`config.mk`:
```
export PLATFORM = sky130hd
export DESIGN_NAME = bram_playback_sequencer
export DESIGN_NICKNAME = d
export VERILOG_FILES = /design/src/rtl/bram_playback_sequencer.sv
export SDC_FILE = /design/constraint.sdc
export NUM_CORES = 1
export LEC_CHECK = 0
export CAP_MARGIN = 20
export CORE_ASPECT_RATIO = 0.75
export CORE_UTILIZATION = 57
export CTS_BUF_LIST = sky130_fd_sc_hd__clkbuf_16
export CTS_CLUSTER_SIZE = 14
export DETAILED_ROUTE_END_ITERATION = 6
export GPL_TIMING_DRIVEN = 0
export MAX_ROUTING_LAYER = met4
export PLACE_DENSITY = 0.86
export SETUP_SLACK_MARGIN = 0.15
export SLEW_MARGIN = 30
export SYNTH_ARGS = -nofsm -noshare
export SYNTH_HDL_FRONTEND = slang
export SYNTH_SLANG_ARGS = --single-unit
export TNS_END_PERCENT = 5
```
`constraint.sdc`:
```
create_clock -name clk -period 8.49 [get_ports clk]
set_clock_uncertainty 0.15 [all_clocks]
set_input_delay 0.849 -clock clk [delete_from_list [all_inputs] [get_ports clk]]
set_output_delay 0.849 -clock clk [all_outputs]
set_load 0.01 [all_outputs]
```
`src/rtl/bram_playback_sequencer.sv`:
```
// Orbit-aligned arm/start/realign/stop sequencer for N_LINKS BRAM pattern players.
// Optional build macro BRAM_SEQ_AUTO_REARM_EN: DONE re-arms with the latched settings instead of idling.
module bram_playback_sequencer #(
    parameter int N_LINKS   = 12,
    parameter int CNT_WIDTH = 16
) (
    input  logic                 clk,
    input  logic                 aresetn,
    input  logic                 fc_orbitSync,
    input  logic                 cfg_arm,
    input  logic                 cfg_abort,
    input  logic [CNT_WIDTH-1:0] cfg_start_delay,
    input  logic [CNT_WIDTH-1:0] cfg_n_orbits,
    input  logic [N_LINKS-1:0]   cfg_link_mask,
    output logic [N_LINKS-1:0]   link_sync,
    output logic [N_LINKS-1:0]   link_enable,
    output logic [1:0]           seq_state,
    output logic                 seq_busy,
    output logic [CNT_WIDTH-1:0] orbit_count,
    output logic                 err_empty_mask
);

    typedef enum logic [1:0] {
        S_IDLE  = 2'd0,
        S_ARMED = 2'd1,
        S_RUN   = 2'd2,
        S_DONE  = 2'd3
    } state_t;

    state_t               state_q, state_d;
    logic [CNT_WIDTH-1:0] dly_q, dly_d;
    logic [CNT_WIDTH-1:0] norb_q, norb_d;
    logic [N_LINKS-1:0]   mask_q, mask_d;
    logic [CNT_WIDTH-1:0] cnt_q, cnt_d;
    logic [N_LINKS-1:0]   sync_q, sync_d;
    logic [N_LINKS-1:0]   en_q, en_d;
    logic                 busy_q, busy_d;
    logic                 err_q, err_d;
    logic [CNT_WIDTH-1:0] cnt_inc;
`ifdef BRAM_SEQ_AUTO_REARM_EN
    logic [CNT_WIDTH-1:0] delay_q, delay_d;
`endif

    function automatic logic [CNT_WIDTH-1:0] sat_inc(input logic [CNT_WIDTH-1:0] v);
        return (&v) ? v : v + CNT_WIDTH'(1);
    endfunction

    assign cnt_inc = sat_inc(cnt_q);

    always_comb begin
        state_d = state_q;
        dly_d   = dly_q;
        norb_d  = norb_q;
        mask_d  = mask_q;
        cnt_d   = cnt_q;
        sync_d  = '0;
        en_d    = en_q;
        err_d   = err_q;
`ifdef BRAM_SEQ_AUTO_REARM_EN
        delay_d = delay_q;
`endif
        case (state_q)
            S_IDLE: begin
                if (cfg_arm) begin
                    if (|cfg_link_mask) begin
                        state_d = S_ARMED;
                        dly_d   = cfg_start_delay;
                        norb_d  = cfg_n_orbits;
                        mask_d  = cfg_link_mask;
                        cnt_d   = '0;
                        err_d   = 1'b0;
`ifdef BRAM_SEQ_AUTO_REARM_EN
                        delay_d = cfg_start_delay;
`endif
                    end else begin
                        err_d = 1'b1;
                    end
                end
            end
            S_ARMED: begin
                if (cfg_abort) begin
                    state_d = S_IDLE;
                    en_d    = '0;
                end else if (fc_orbitSync) begin
                    if (dly_q != '0) begin
                        dly_d = dly_q - CNT_WIDTH'(1);
                    end else begin
                        state_d = S_RUN;
                        sync_d  = mask_q;
                        en_d    = mask_q;
                        cnt_d   = '0;
                    end
                end
            end
            S_RUN: begin
                if (cfg_abort) begin
                    state_d = S_IDLE;
                    en_d    = '0;
                end else if (fc_orbitSync) begin
                    cnt_d = cnt_inc;
                    // The stop point uses the orbit count latched at arm time, never the live input.
                    if ((norb_q != '0) && (cnt_inc == norb_q)) begin
                        state_d = S_DONE;
                        en_d    = '0;
                    end else begin
                        sync_d = mask_q;
                    end
                end
            end
            default: begin
`ifdef BRAM_SEQ_AUTO_REARM_EN
                state_d = S_ARMED;
                dly_d   = delay_q;
`else
                state_d = S_IDLE;
`endif
            end
        endcase
        busy_d = (state_d == S_ARMED) || (state_d == S_RUN);
    end

    always_ff @(posedge clk or negedge aresetn) begin
        if (!aresetn) begin
            state_q <= S_IDLE;
            dly_q   <= '0;
            norb_q  <= '0;
            mask_q  <= '0;
            cnt_q   <= '0;
            sync_q  <= '0;
            en_q    <= '0;
            busy_q  <= 1'b0;
            err_q   <= 1'b0;
`ifdef BRAM_SEQ_AUTO_REARM_EN
            delay_q <= '0;
`endif
        end else begin
            state_q <= state_d;
            dly_q   <= dly_d;
            norb_q  <= norb_d;
            mask_q  <= mask_d;
            cnt_q   <= cnt_d;
            sync_q  <= sync_d;
            en_q    <= en_d;
            busy_q  <= busy_d;
            err_q   <= err_d;
`ifdef BRAM_SEQ_AUTO_REARM_EN
            delay_q <= delay_d;
`endif
        end
    end

    assign link_sync      = sync_q;
    assign link_enable    = en_q;
    assign seq_state      = state_q;
    assign seq_busy       = busy_q;
    assign orbit_count    = cnt_q;
    assign err_empty_mask = err_q;

endmodule
```
Word-level counts from Yosys, hierarchy flattened
Cells that the tools add are included.
- add/subtract/negate cells: 2
- equality and inequality tests: 17
- mux-type cells: 39
- reduce and logical (&&, ||, !) cells: 15
- operator list (cell ; number):
    two-way mux 16 bit ; 13
    two-way mux 12 bit ; 12
    case mux 12 bit (2 select lines) ; 2
    case mux 16 bit (3 select lines) ; 1
    case mux 16 bit (2 select lines) ; 1
    nonzero test 16 bit ; 2
    adder 16 x 1 -> 16 bit (second input constant) ; 1
    == test 16 bit ; 1
    two-way mux 2 bit ; 8
    inequality test 2 bit (second input constant) ; 8
    AND reduction 16 bit ; 1
    subtractor 16 x 1 -> 16 bit (second input constant) ; 1
    inequality test 3 bit (second input constant) ; 4
    OR reduction 12 bit ; 1
    AND reduction 8 bit ; 1
    case mux 2 bit (3 select lines) ; 1
    AND reduction 6 bit ; 1
    AND reduction 5 bit ; 1
    == test 2 x 1 -> 1 bit (second input constant) ; 2
    == test 2 bit (second input constant) ; 2
    nonzero test 2 bit ; 2
    AND reduction 3 bit ; 1
    nonzero test 3 bit ; 1
    logical NOT 2 bit ; 1
    other kinds (4) ; 4
- bits in registers: 88
- input bits: 49
- logic and storage cells: 82

Logic depth before layout (Yosys ltp)
Gate-level depths: netlist of run 1.
- depth in word-level cells: 10
- gate-level depth with buffers: 12
- gate-level depth less buffers: 10

Least setup slack after synthesis of run 1
No wires, ideal clock.
- kind: register to register
- start: register cnt_q[1], in the netlist orbit_count[1]
- end: register en_q[10], in the netlist link_enable[10]
- data arrival time: 3315 ps
- required time: 8222 ps
- slack: 4907 ps
- stages on the path, launching flop included: 12
- buffers on the path: 2
- period minus slack after synthesis: 3583 ps
- cells stage by stage: dfrtp_1 > ha_1 > buf_2 > nand4_1 > nor4_1 > xnor2_1 > o221ai_1 > or4_4 > or4_4 > a221oi_2 > buf_6 > o21ai_2
- word-level cells in the longest chain between the ends: 6
- elaborated cells on any way between the ends: 7
- RTL lines (what ; RTL line ; RTL):
    from (decl) ; 34 ; logic [CNT_WIDTH-1:0] cnt_q, cnt_d;
    from (signal assigned) ; 141 ; cnt_q <= cnt_d;
    adder 16 x 1 -> 16 bit or AND reduction 16 bit (tied branches) ; 45 ; return (&v) ? v : v + CNT_WIDTH'(1);
    two-way mux 16 bit (*) ; 45 ;
    == test 16 bit (*) ; 102 ; if ((norb_q != '0) && (cnt_inc == norb_q)) begin
    logical AND 1 bit (*) ; 102 ;
    inequality test 3 bit (no source line) (*) ; -- ;
    AND reduction 5 bit (no source line) (*) ; -- ;
    to (signal assigned) ; 143 ; en_q <= en_d;
    to (decl) ; 36 ; logic [N_LINKS-1:0] en_q, en_d;
Mark *: on every way between the ends. The rest lies on a longest branch, timed or not.
A chain may end at the register's enable or synchronous reset.

Worst setup path after layout of run 1
- start: register cnt_q[1], in the netlist orbit_count[1]
- end: register sync_q[0], in the netlist link_sync[0]
- word-level cells in the longest chain between the ends: 8
- elaborated cells on any way between the ends: 9
- RTL lines (what ; RTL line ; RTL):
    adder 16 x 1 -> 16 bit or AND reduction 16 bit (tied branches) ; 45 ;
    two-way mux 16 bit (*) ; 45 ;
    == test 16 bit (*) ; 102 ;
    logical AND 1 bit (*) ; 102 ;
    two-way mux 12 bit (*) ; 102 ;
    two-way mux 12 bit (*) ; 99 ; end else if (fc_orbitSync) begin
    two-way mux 12 bit (*) ; 96 ; if (cfg_abort) begin
    case mux 12 bit (2 select lines) (*) ; 62 ; case (state_q)
    via sync_d[0] ; 35 ; logic [N_LINKS-1:0] sync_q, sync_d;
    to (signal assigned) ; 142 ; sync_q <= sync_d;
    to (decl) ; 35 ;
The timed path passes the listed nets; every way through them passes the cells marked *.

==> results of run 1 <==
-- placed cells by master (no fill, tap or decap), types with 3 or more instances in the layout --
cell and count:
o21ai_2 10, ha_1 6, a2bb2oi_1 3, and4_1 3, clkbuf_1 15, nor2b_1 3
and2_1 4, nor4_1 14, nand3_1 15, nand4_1 9, nand2_1 57, xnor2_1 7
dfrtp_1 88, o22ai_1 4, o41ai_1 3, a21oi_1 41, nor3_1 6, inv_1 28
clkbuf_8 5, clkbuf_16 9, a31oi_1 14, clkdlybuf4s50_1 91, buf_2 9, o31ai_1 3
mux2i_1 4, and3_1 10, o22a_1 15, nor2_1 36, nor3b_1 12, xor2_1 7
o21ai_0 25, mux2_2 24, a41oi_1 3
-- state kept, by name, summed over array words and instances (netlist names) --
register / cells
link_sync: 12
seq_busy: 1
orbit_count: 16
norb_q: 16
mask_q: 12
link_enable: 12
err_empty_mask: 1
seq_state: 2
dly_q: 16
-- stage by stage --
step                      hold WS [ns]  instance area, um^2
final                            0.268                 6370
after detailed placement         0.338                 6090
after global routing             0.300                 6370
after CTS                        0.284                 6370
after global placement           0.316                 6060
after floorplan                  0.308                 5000
-- cells in the mapped netlist (3+ instances only) --
library cell  count
nor2b_1           3
nand2_1          57
nor3b_1          12
o31ai_1           3
clkbuf_1         15
buf_2             9
nor3_1            6
clkbuf_8          5
a41oi_1           3
ha_1              6
dfrtp_1          88
o22a_1           15
and4_1            3
a21oi_1          41
xnor2_1           7
and3_1           10
nand3_1          15
a2bb2oi_1         3
o41ai_1           3
and2_1            4
nor2_1           36
nor4_1           15
o21ai_0          25
mux2i_1           4
nand4_1           9
inv_1            28
a31oi_1          14
mux2_2           24
o22ai_1           4
o21ai_2          10
xor2_1            7
-- per-layer routing --
layer	up-vias	routed length [um]	track usage [%]
met3	30	1650	13.6
met1	2303	6770	51.5
met2	286	6430	47.5
li1	2140	-	-
met4	0	248	8.61
met5	-	0	-
-- logic make-up (layout without fill, tap and decap cells) --
kind of cell    count (synthesis)  in the layout  share of synthesized area, %
fa+ha+maj                       6              6                          1.50
compound gates                141            141                          18.8
mux                            28             28                          6.20
xor+xnor                       14             14                          2.45
simple gates                  190            190                          20.7
buf+inv                        63            172                          6.33
flops                          88             88                          44.0
-- worst max-delay path by stage --
stage                         startpoint         endpoint  slack [ns]  depth (start not counted)
after floorplan           orbit_count[1]  link_enable[10]        4.91                         11
after global placement           aresetn         dly_q[5]        3.28                          1
after detailed placement  orbit_count[1]     link_sync[0]        4.27                         11
after CTS                 orbit_count[1]     link_sync[0]        4.27                         11
after global routing      orbit_count[1]     link_sync[0]        4.01                         11
final                     orbit_count[1]     link_sync[0]        4.19                         11
-- worst reg2reg max path: cells and delay by family (launching register included) --
kind                       cells  cell delay (ns)
and+or+nand+nor                5             2.15
adders and majority gates      1             0.21
AOI/OAI and AO/OA              2             0.39
buffers and inverters          2             0.49
DFF                            1             0.57
xor gates and xnor gates       1             0.21
-- where the power goes --
group | total, W | switching (W) | internal [W]
Sequential | 0.000658 | 0.000130 | 0.000528
Clock | 0.000386 | 0.000183 | 0.000202
Combinational | 0.000544 | 0.000302 | 0.000242
Total | 0.00159 | 0.000615 | 0.000972
-- layout make-up --
type	count	area (um^2)
Sequential cell	88	2200
Timing Repair Buffer	93	950
Buffer	35	211
Multi-Input combinational cell	379	2490
Tap cell	108	135
Clock buffer	9	225
Inverter	28	105
Clock inverter	7	55.1
Fill cell	620	2120
==> flow_metrics.env, run 1 <==
export IMPL_grt_remaining_overflow=0
export IMPL_worstReg2RegStart="orbit_count[1]"
export IMPL_drv_slew=0
export IMPL_fin_crit_sh_pct=50.7
export IMPL_cp_arrival_ns=4.36
export IMPL_crit_family="simple AND/OR/NAND/NOR gates"
export IMPL_path_cells="ha_1 > buf_2 > nand4_1 > nor4_1 > xnor2_1 > o221ai_1 > or4_4 > or4_4 > a22oi_2 > buf_2 > nor3b_1"
export IMPL_setup_viol=0
export IMPL_p_total_w=0.00159
export IMPL_cts_root_buf="clkbuf_16"
export IMPL_die_area_mm2=0.00916
export IMPL_grt_setup_unrepaired="no"
export IMPL_vias=4759
export IMPL_antenna_cells=0
export IMPL_clock_sinks=88
export IMPL_track_usage_pct=35.8
export IMPL_end_kind="flop"
export IMPL_synth_cell_type_count=66
export IMPL_fp_row_count=29
export IMPL_wl_mm=15.1
export IMPL_synth_top_area_share_pct=44.0
export IMPL_hp_class="in -> async"
export IMPL_syn_inst=530
export IMPL_cts_repair_resized=0
export IMPL_startpoint_type="flop"
export IMPL_clk_insertion_delay_late_ns=0.35
export IMPL_final_util_pct=75.1
export IMPL_ys_warn_count=0
export IMPL_criticalPathCategory="reg -> reg"
export IMPL_grt_first_pass_wirelength_mm=23.8
export IMPL_grt_antenna_before_repair=0
export IMPL_reg2reg_depth=11
export IMPL_cts_hold_buffers=0
export IMPL_wl_per_cell_um=20.2
export IMPL_synth_edff_count=0
export IMPL_synth_top_area_cell="dfrtp_1"
export IMPL_dp_final_hpwl_mm=10.9
export IMPL_cap_violations=0
export IMPL_clk_pin_slew_worst_paths_ns=0.07
export IMPL_cts_buffers=9
export IMPL_p_leak_nw=2.55
export IMPL_tightestPinTransition_ns=0.800
export IMPL_drtIter0Drc=475
export IMPL_avgSynthCellArea_um2=9.44
export IMPL_synth_area_leaders="dfrtp_1 44%, mux2_2 5.4%, nand2_1 4.3%"
export IMPL_tns_ns=0
export IMPL_core_area_mm2=0.00849
export IMPL_post_cts_setup_buffers=0
export IMPL_r2r_setup_slack_ns=4.19
export IMPL_cts_tree="built"
export IMPL_ys_seq_area_share_pct=44.0
export IMPL_cts_buffer_depth=2
export IMPL_detail_route_vias_per_cell=6.37
export IMPL_relSlewSlack_pct=46.2
export IMPL_finalNetCount=689
export IMPL_die_h_um=83.1
export IMPL_start_util_pct=58.9
export IMPL_ant_nets=0
export IMPL_powerDensity_mw_per_mm2=249
export IMPL_pre_cts_ws_ns=4.27
export IMPL_area_growth_pct=27.4
export IMPL_fin_crit_ns=4.30
export IMPL_grt_max_degree=47
export IMPL_cp_num_buf_inv=2
export IMPL_setup_slack_ns=4.19
export IMPL_io_buffers=92
export IMPL_fmax_ghz=0.232
export IMPL_outcome="finished, final reports clean"
export IMPL_ys_ff_latch=88
export IMPL_drive_gt1_share_pct=13.5
export IMPL_worstReg2RegEnd="link_sync[0]"
export IMPL_synth_ff_type="dfrtp_1"
export IMPL_synth_fp_nets=585
export IMPL_grt_pass1_vias=4501
export IMPL_fp_dieW_um=110
export IMPL_dp_cells=731
export IMPL_hold_viol=0
export IMPL_cpPeakStageDelay_ns=0.74
export IMPL_dr_pass1_iters=5
export IMPL_ctsHtreeMaxLevel=3
export IMPL_remaining_drc_errors=0
export IMPL_cp_slowest_cell="nor4_1"
export IMPL_cp_data_required_time_ns=8.55
export IMPL_async_flop_share_pct=100
export IMPL_max_vdd_ir_drop_mv=0.205
export IMPL_fin_cells=747
export IMPL_cp_max_fo=10
export IMPL_ios=93
export IMPL_synthesis_area_mm2=0.00500
export IMPL_place_congestion=0.955
(Power assumes the default switching activity.)
==> run 2, diff against run 1 <==
CORE_UTILIZATION = 53   (was 57)
PLACE_DENSITY = 0.81   (was 0.86)
clock period = 4 ns   (was 8.49 ns; I/O delays follow)
==> run 2 against run 1 <==
Sequential share of layout area is 0.67 points lower. Final area is 2.0% higher. Worst setup slack worse by 4.0 ns. Register-to-register slack worse by 4.0 ns. Global-route usage is 2.8 points lower. Maximum frequency is 13% higher. Largest cell class unchanged. Largest power group unchanged. Non-clock buffer count is 4 higher. Wire length is 0.50% higher. Via count is 1.3% lower. Sequential power is 110% higher. Die area is 7.4% higher. Clock-buffer cell count stayed put.
==> flow_metrics.env, run 2 (synthesized netlist as in run 1, its figures left out) <==
export IMPL_fp_dieW_um=114
export IMPL_ctsHtreeMaxLevel=3
export IMPL_drive_gt1_share_pct=14.5
export IMPL_path_common_cell="nand4_1"
export IMPL_setup_slack_ns=0.191
export IMPL_fin_crit_ns=3.81
export IMPL_wl_per_cell_um=19.7
export IMPL_relSlewSlack_pct=55.8
export IMPL_hold_viol=0
export IMPL_clockPowerShare_pct=25.5
export IMPL_grt_max_degree=61
export IMPL_antenna_cells=0
export IMPL_grt_pass1_vias=4570
export IMPL_fillers=683
export IMPL_core_area_mm2=0.00912
export IMPL_dp_final_hpwl_mm=11.1
export IMPL_fmax_ghz=0.263
export IMPL_vias=4699
export IMPL_hp_class="in -> async"
export IMPL_fin_crit_sh_pct=95.2
export IMPL_p_leak_nw=2.62
export IMPL_worstReg2RegStart="orbit_count[1]"
export IMPL_pre_cts_ws_ns=-0.302
export IMPL_die_area_mm2=0.00984
export IMPL_crit_family="simple AND/OR/NAND/NOR gates"
export IMPL_die_h_um=86.1
export IMPL_clk_pin_slew_worst_paths_ns=0.07
export IMPL_place_congestion=0.979
export IMPL_cp_data_required_time_ns=4.08
export IMPL_fp_row_count=30
export IMPL_layout_commonest_cell="clkdlybuf4s50_1"
export IMPL_final_util_pct=71.3
export IMPL_cp_endpoint="link_enable[3]"
export IMPL_dr_pass1_iters=5
export IMPL_clock_sinks=88
export IMPL_ios=93
export IMPL_worstReg2RegEnd="link_enable[3]"
export IMPL_drv_slew=0
export IMPL_start_util_pct=54.9
export IMPL_drtIter0Drc=445
export IMPL_cp_depth=12
export IMPL_clk_insertion_delay_late_ns=0.35
export IMPL_outcome="finished, final reports clean"
export IMPL_cp_num_buf_inv=3
export IMPL_ant_nets=0
export IMPL_tightestPinTransition_ns=0.655
export IMPL_startpoint_type="flop"
export IMPL_tns_ns=0
export IMPL_p_total_w=0.00343
export IMPL_grt_antenna_before_repair=0
export IMPL_end_kind="flop"
export IMPL_p_comb_share_pct=34.0
export IMPL_path_cells="ha_1 > buf_2 > nand4_1 > buf_4 > nor3_2 > nor2_1 > a2111oi_1 > nand4_1 > or4_4 > a221oi_2 > buf_6 > o21ai_2"
export IMPL_powerDensity_mw_per_mm2=527
export IMPL_cpPeakStageDelay_ns=0.56
export IMPL_power_frac_seq_pct=40.6
export IMPL_cts_buffer_depth=2
export IMPL_cp_arrival_ns=3.89
export IMPL_cts_root_buf="clkbuf_16"
export IMPL_sw_frac_of_total_pct=37.9
export IMPL_cp_max_fo=10
export IMPL_cap_violations=0
export IMPL_max_vdd_ir_drop_mv=0.357
export IMPL_power_switching_w=0.00130
export IMPL_wl_mm=15.2
export IMPL_setup_viol=0
export IMPL_detail_route_vias_per_cell=6.09
export IMPL_remaining_drc_errors=0
export IMPL_reg2reg_depth=12
export IMPL_cp_slowest_cell="a2111oi_1"
export IMPL_cts_buffers=9
export IMPL_startpoint="orbit_count[1]"
export IMPL_grt_setup_unrepaired="yes"
export IMPL_criticalPathCategory="reg -> reg"
export IMPL_grt_first_pass_wirelength_mm=23.8
export IMPL_internal_power_w=0.00213
export IMPL_grt_remaining_overflow=0
export IMPL_cts_tree="built"
export IMPL_area_growth_pct=30.0
export IMPL_r2r_setup_slack_ns=0.19
export IMPL_final_cell_mix="91 x clkdlybuf4s50_1, 87 x dfrtp_1, 57 x nand2_1, 41 x a21oi_1, 36 x nor2_1"
export IMPL_finalNetCount=693
export IMPL_io_buffers=92
export IMPL_track_usage_pct=33.0
## run 2: cell types whose count changed in the layout (fill, tap and decap cells not counted), sizes merged
cell         previous run  this run
buf                    16        19
bufinv                  0         1
inv                    31        30
dlygate4sd3             0         1
## run 2: area by class of cell
class,instances,area [um^2],share of cell area [%]
multi-input cells,379,2530,39.0
flip-flops and latches,88,2200,33.9
repair buffers,97,982,15.1
clock buffers,9,225,3.46
plain buffers,35,214,3.29
well taps,128,160,2.46
inverters,28,105,1.62
clock inverters,7,80.1,1.23
## run 2: metrics by stage
stage | std cells | instance area, um^2 | hold WS [ns]
after floorplan | 530 | 5000 | -0.0456
after global placement | 750 | 6080 | 0.316
after detailed placement | 751 | 6110 | 0.139
after CTS | 770 | 6490 | 0.346
after global routing | 771 | 6500 | 0.376
final | 771 | 6500 | 0.352
## run 2: repair_timing
| action | 4_1_cts | 5_1_grt |
|---|---|---|
| pin swaps | 1 | 2 |
| endpoints found under the hold margin | 28 | 0 |
| gates cloned | 0 | 0 |
| gates resized for setup | 8 | 3 |
| setup buffers | 2 | 1 |
| hold buffers | 1 | 0 |
| endpoints found under the setup margin | 59 | 35 |
## run 2: worst min-delay path by stage
stage / start / slack, ns / cells after the start / endpoint
6_report: aresetn / 0.35 / 2 / norb_q[9]
5_1_grt: aresetn / 0.38 / 2 / norb_q[4]
4_1_cts: aresetn / 0.35 / 2 / norb_q[5]
3_5_place_dp: aresetn / 0.14 / 1 / norb_q[4]
3_3_place_gp: err_empty_mask / 0.32 / 2 / err_empty_mask
2_1_floorplan: aresetn / -0.05 / 0 / dly_q[0]
## run 2: routing by layer
| layer | vias up | wire [um] | track usage (%) |
|---|---|---|---|
| li1 | 2141 | - | - |
| met1 | 2296 | 6960 | 45.8 |
| met2 | 239 | 6420 | 45.8 |
| met3 | 23 | 1560 | 10.4 |
| met4 | 0 | 228 | 10.0 |
| met5 | - | 0 | - |
## run 2: power by group through the flow
stage               Sequential (W)  Combinational, W  Clock (W)
floorplan                  0.00129          0.000808          0
global placement           0.00137           0.00108          0
detailed placement         0.00139           0.00113          0
CTS                        0.00138           0.00115   0.000890
global route               0.00142           0.00126   0.000917
finish                     0.00139           0.00116   0.000873
## run 2: worst reg2reg max path: cells and delay by family, from the launching register on
| kind | cells | cell delay, ns |
|---|---|---|
| DFF | 1 | 0.41 |
| adders and majority gates | 1 | 0.15 |
| AOI/OAI and AO/OA | 3 | 0.98 |
| buffers and inverters | 3 | 0.63 |
| and+or+nand+nor | 5 | 1.38 |
==> run 3, diff against run 2 <==
ABC_AREA = 1   (was unset)
GPL_ROUTABILITY_DRIVEN = 1   (was unset)
==> run 3 against run 2 <==
Global-route usage decreased by 2.1 points. Worst setup slack improved by 0.80 ns. Largest cell class unchanged. Register-to-register slack improved by 0.80 ns. Critical path depth increased by 2. Synthesized cell count increased by 22%. Sequential share of layout area increased by 0.64 points. Critical path type unchanged. Total power increased by 10%. Critical endpoint is now orbit_count[6]. Via count increased by 4.1%. Synthesized area decreased by 0.63%.
==> flow_metrics.env, run 3 <==
export IMPL_yosysMostFrequentCell="nand2_1"
export IMPL_track_usage_pct=30.9
export IMPL_antenna_cells=0
export IMPL_cts_buffers=9
export IMPL_io_buffers=92
export IMPL_ys_warn_count=0
export IMPL_synthTopCellsByCount="156 x nand2_1, 88 x dfrtp_1, 71 x inv_1"
export IMPL_detail_route_vias_per_cell=5.54
export IMPL_cts_buffer_depth=2
export IMPL_ys_seq_area_share_pct=44.3
export IMPL_post_cts_setup_buffers=0
export IMPL_reg2reg_depth=14
export IMPL_cp_depth=14
export IMPL_cp_max_fo=10
export IMPL_clk_insertion_delay_late_ns=0.35
export IMPL_grt_busiest_layer="met2"
export IMPL_clock_sinks=88
export IMPL_ios=93
export IMPL_fmax_ghz=0.333
export IMPL_ys_ff_latch=88
export IMPL_crit_family="simple AND/OR/NAND/NOR gates"
export IMPL_cp_num_buf_inv=4
export IMPL_grt_pass1_vias=4609
export IMPL_synth_fp_nets=699
export IMPL_fp_dieW_um=114
export IMPL_wl_per_cell_um=15.6
export IMPL_worstReg2RegStart="dly_q[0]"
export IMPL_synth_area_leaders="dfrtp_1 44%, nand2_1 12%, nand3_1 5.6%"
export IMPL_cp_arrival_ns=3.06
export IMPL_synth_edff_count=0
export IMPL_drive_gt1_share_pct=10.3
export IMPL_cts_root_buf="clkbuf_16"
export IMPL_cp_endpoint="orbit_count[6]"
export IMPL_cpPeakStageDelay_ns=0.37
export IMPL_finalNetCount=804
export IMPL_tightestPinTransition_ns=0.758
export IMPL_syn_inst=644
export IMPL_synth_ff_type="dfrtp_1"
export IMPL_wl_mm=13.8
export IMPL_cp_data_required_time_ns=4.06
export IMPL_relSlewSlack_pct=49.5
export IMPL_criticalPathCategory="reg -> reg"
export IMPL_grt_antenna_before_repair=0
export IMPL_hold_viol=0
export IMPL_core_area_mm2=0.00908
export IMPL_async_flop_share_pct=100
export IMPL_grt_util_met1_pct=41.5
export IMPL_die_area_mm2=0.00978
export IMPL_clk_pin_slew_worst_paths_ns=0.07
export IMPL_ctsHtreeMaxLevel=3
export IMPL_cts_tree="built"
export IMPL_synth_cell_type_count=40
export IMPL_area_growth_pct=28.3
export IMPL_end_kind="flop"
export IMPL_hp_class="in -> async"
export IMPL_place_congestion=0.932
export IMPL_layout_commonest_cell="nand2_1"
export IMPL_fp_row_count=30
export IMPL_dp_cells=865
export IMPL_holdWs_ns=0.308
export IMPL_startpoint="dly_q[0]"
export IMPL_grt_met3_usage_pct=7.99
export IMPL_fin_crit_ns=3.00
export IMPL_synth_top_area_share_pct=44.3
export IMPL_p_leak_nw=2.89
export IMPL_max_vdd_ir_drop_mv=0.291
export IMPL_vias=4890
export IMPL_r2r_setup_slack_ns=1.0
export IMPL_worstReg2RegEnd="orbit_count[6]"
export IMPL_fin_cells=882
export IMPL_start_util_pct=54.7
export IMPL_remaining_drc_errors=0
export IMPL_grt_first_pass_wirelength_mm=22.4
export IMPL_setup_viol=0
export IMPL_grt_setup_unrepaired="no"
export IMPL_dr_pass1_iters=5
export IMPL_powerDensity_mw_per_mm2=591
export IMPL_startpoint_type="flop"
export IMPL_path_cells="inv_1 > ha_1 > inv_1 > nor3_2 > nand2_1 > nor2_1 > nand2_1 > nor3_1 > nand2_1 > a21oi_1 > nand2_1 > inv_1 > clkbuf_1 > o21ai_0"
export IMPL_avgSynthCellArea_um2=7.72
export IMPL_path_common_cell="nand2_1"
export IMPL_cap_violations=0
export IMPL_synthesis_area_mm2=0.00497
export IMPL_fin_crit_sh_pct=75.1
export IMPL_die_h_um=85.9
export IMPL_cp_slowest_cell="dfrtp_1"
export IMPL_final_cell_mix="156 x nand2_1, 91 x clkdlybuf4s50_1, 88 x dfrtp_1, 72 x inv_1, 61 x nor2_1"
export IMPL_outcome="finished, final reports clean"
export IMPL_grt_remaining_overflow=0
export IMPL_synth_top_area_cell="dfrtp_1"
export IMPL_drtIter0Drc=367
export IMPL_ant_nets=0
export IMPL_gr_usage_met2_pct=47.4
export IMPL_dp_final_hpwl_mm=10.3
export IMPL_drv_slew=0
export IMPL_grt_max_degree=72
[run 3: cell count changes after synthesis, moves of 12 or more]
cell / change
nand2_1: +99
inv_1: +43
nand3_1: +41
a21oi_1: -30
nor2_1: +25
o21ai_0: +25
mux2_2: -24
nand2_2: +15
o22a_1: -15
nor3_2: +12
nor3b_1: -12
[run 3: how the worst min path moves through the flow]
stage | start | end | slack [ns]
2_1_floorplan | aresetn | dly_q[0] | -0.05
3_3_place_gp | link_enable[7] | link_enable[7] | 0.32
3_5_place_dp | aresetn | orbit_count[3] | 0.10
4_1_cts | aresetn | orbit_count[3] | 0.31
5_1_grt | aresetn | orbit_count[3] | 0.32
6_report | aresetn | orbit_count[9] | 0.31
[run 3: cell families after synthesis]
family / count (synthesis) / synth area share (%)
adders and majority gates: 6 / 1.51
and+or+nand+nor: 333 / 31.3
buffers and inverters: 99 / 8.15
AOI/OAI and AO/OA: 105 / 12.5
DFF: 88 / 44.3
xor gates and xnor gates: 13 / 2.29
[run 3: layout make-up]
class,instances,area (um^2)
fill,782,2700
timing repair buffer,94,960
tap,128,160
inverter,75,284
clock inverter,7,63.8
buffer,24,121
sequential,88,2200
clock buffer,9,225
multi-input combinational,457,2360
[run 3: through the flow]
step / cell area, um^2 / setup TNS, ns / total power [W] / setup WS, ns / utilization (%)
floorplan: 4970 / 0 / 0.00236 / 1.48 / -
global placement: 6050 / -74.66 / 0.00284 / -0.856 / 66.6
detailed placement: 6080 / 0 / 0.00291 / 1.09 / 67.0
CTS: 6380 / 0 / 0.00376 / 1.04 / 70.2
global route: 6380 / 0 / 0.00402 / 0.775 / 70.2
finish: 6380 / 0 / 0.00377 / 0.995 / 70.2
[run 3: repair_timing]
| item | CTS | global route |
|---|---|---|
| resized for setup | 0 | 0 |
| hold buffers | 1 | 0 |
| endpoints found under the hold margin | 17 | 0 |
[run 3: power by group]
part	internal, W	switching [W]	leakage [nW]
clock network	0.000478	0.000357	0.144
registers	0.00119	0.000247	1.13
logic	0.000603	0.000897	1.61
[run 3: per-layer routing]
metal / wire length [um] / share of wire [%]
met2: 6380 / 46
met1: 6120 / 44
met3: 1120 / 8.1
met5: 0 / 0
met4: 144 / 1.0
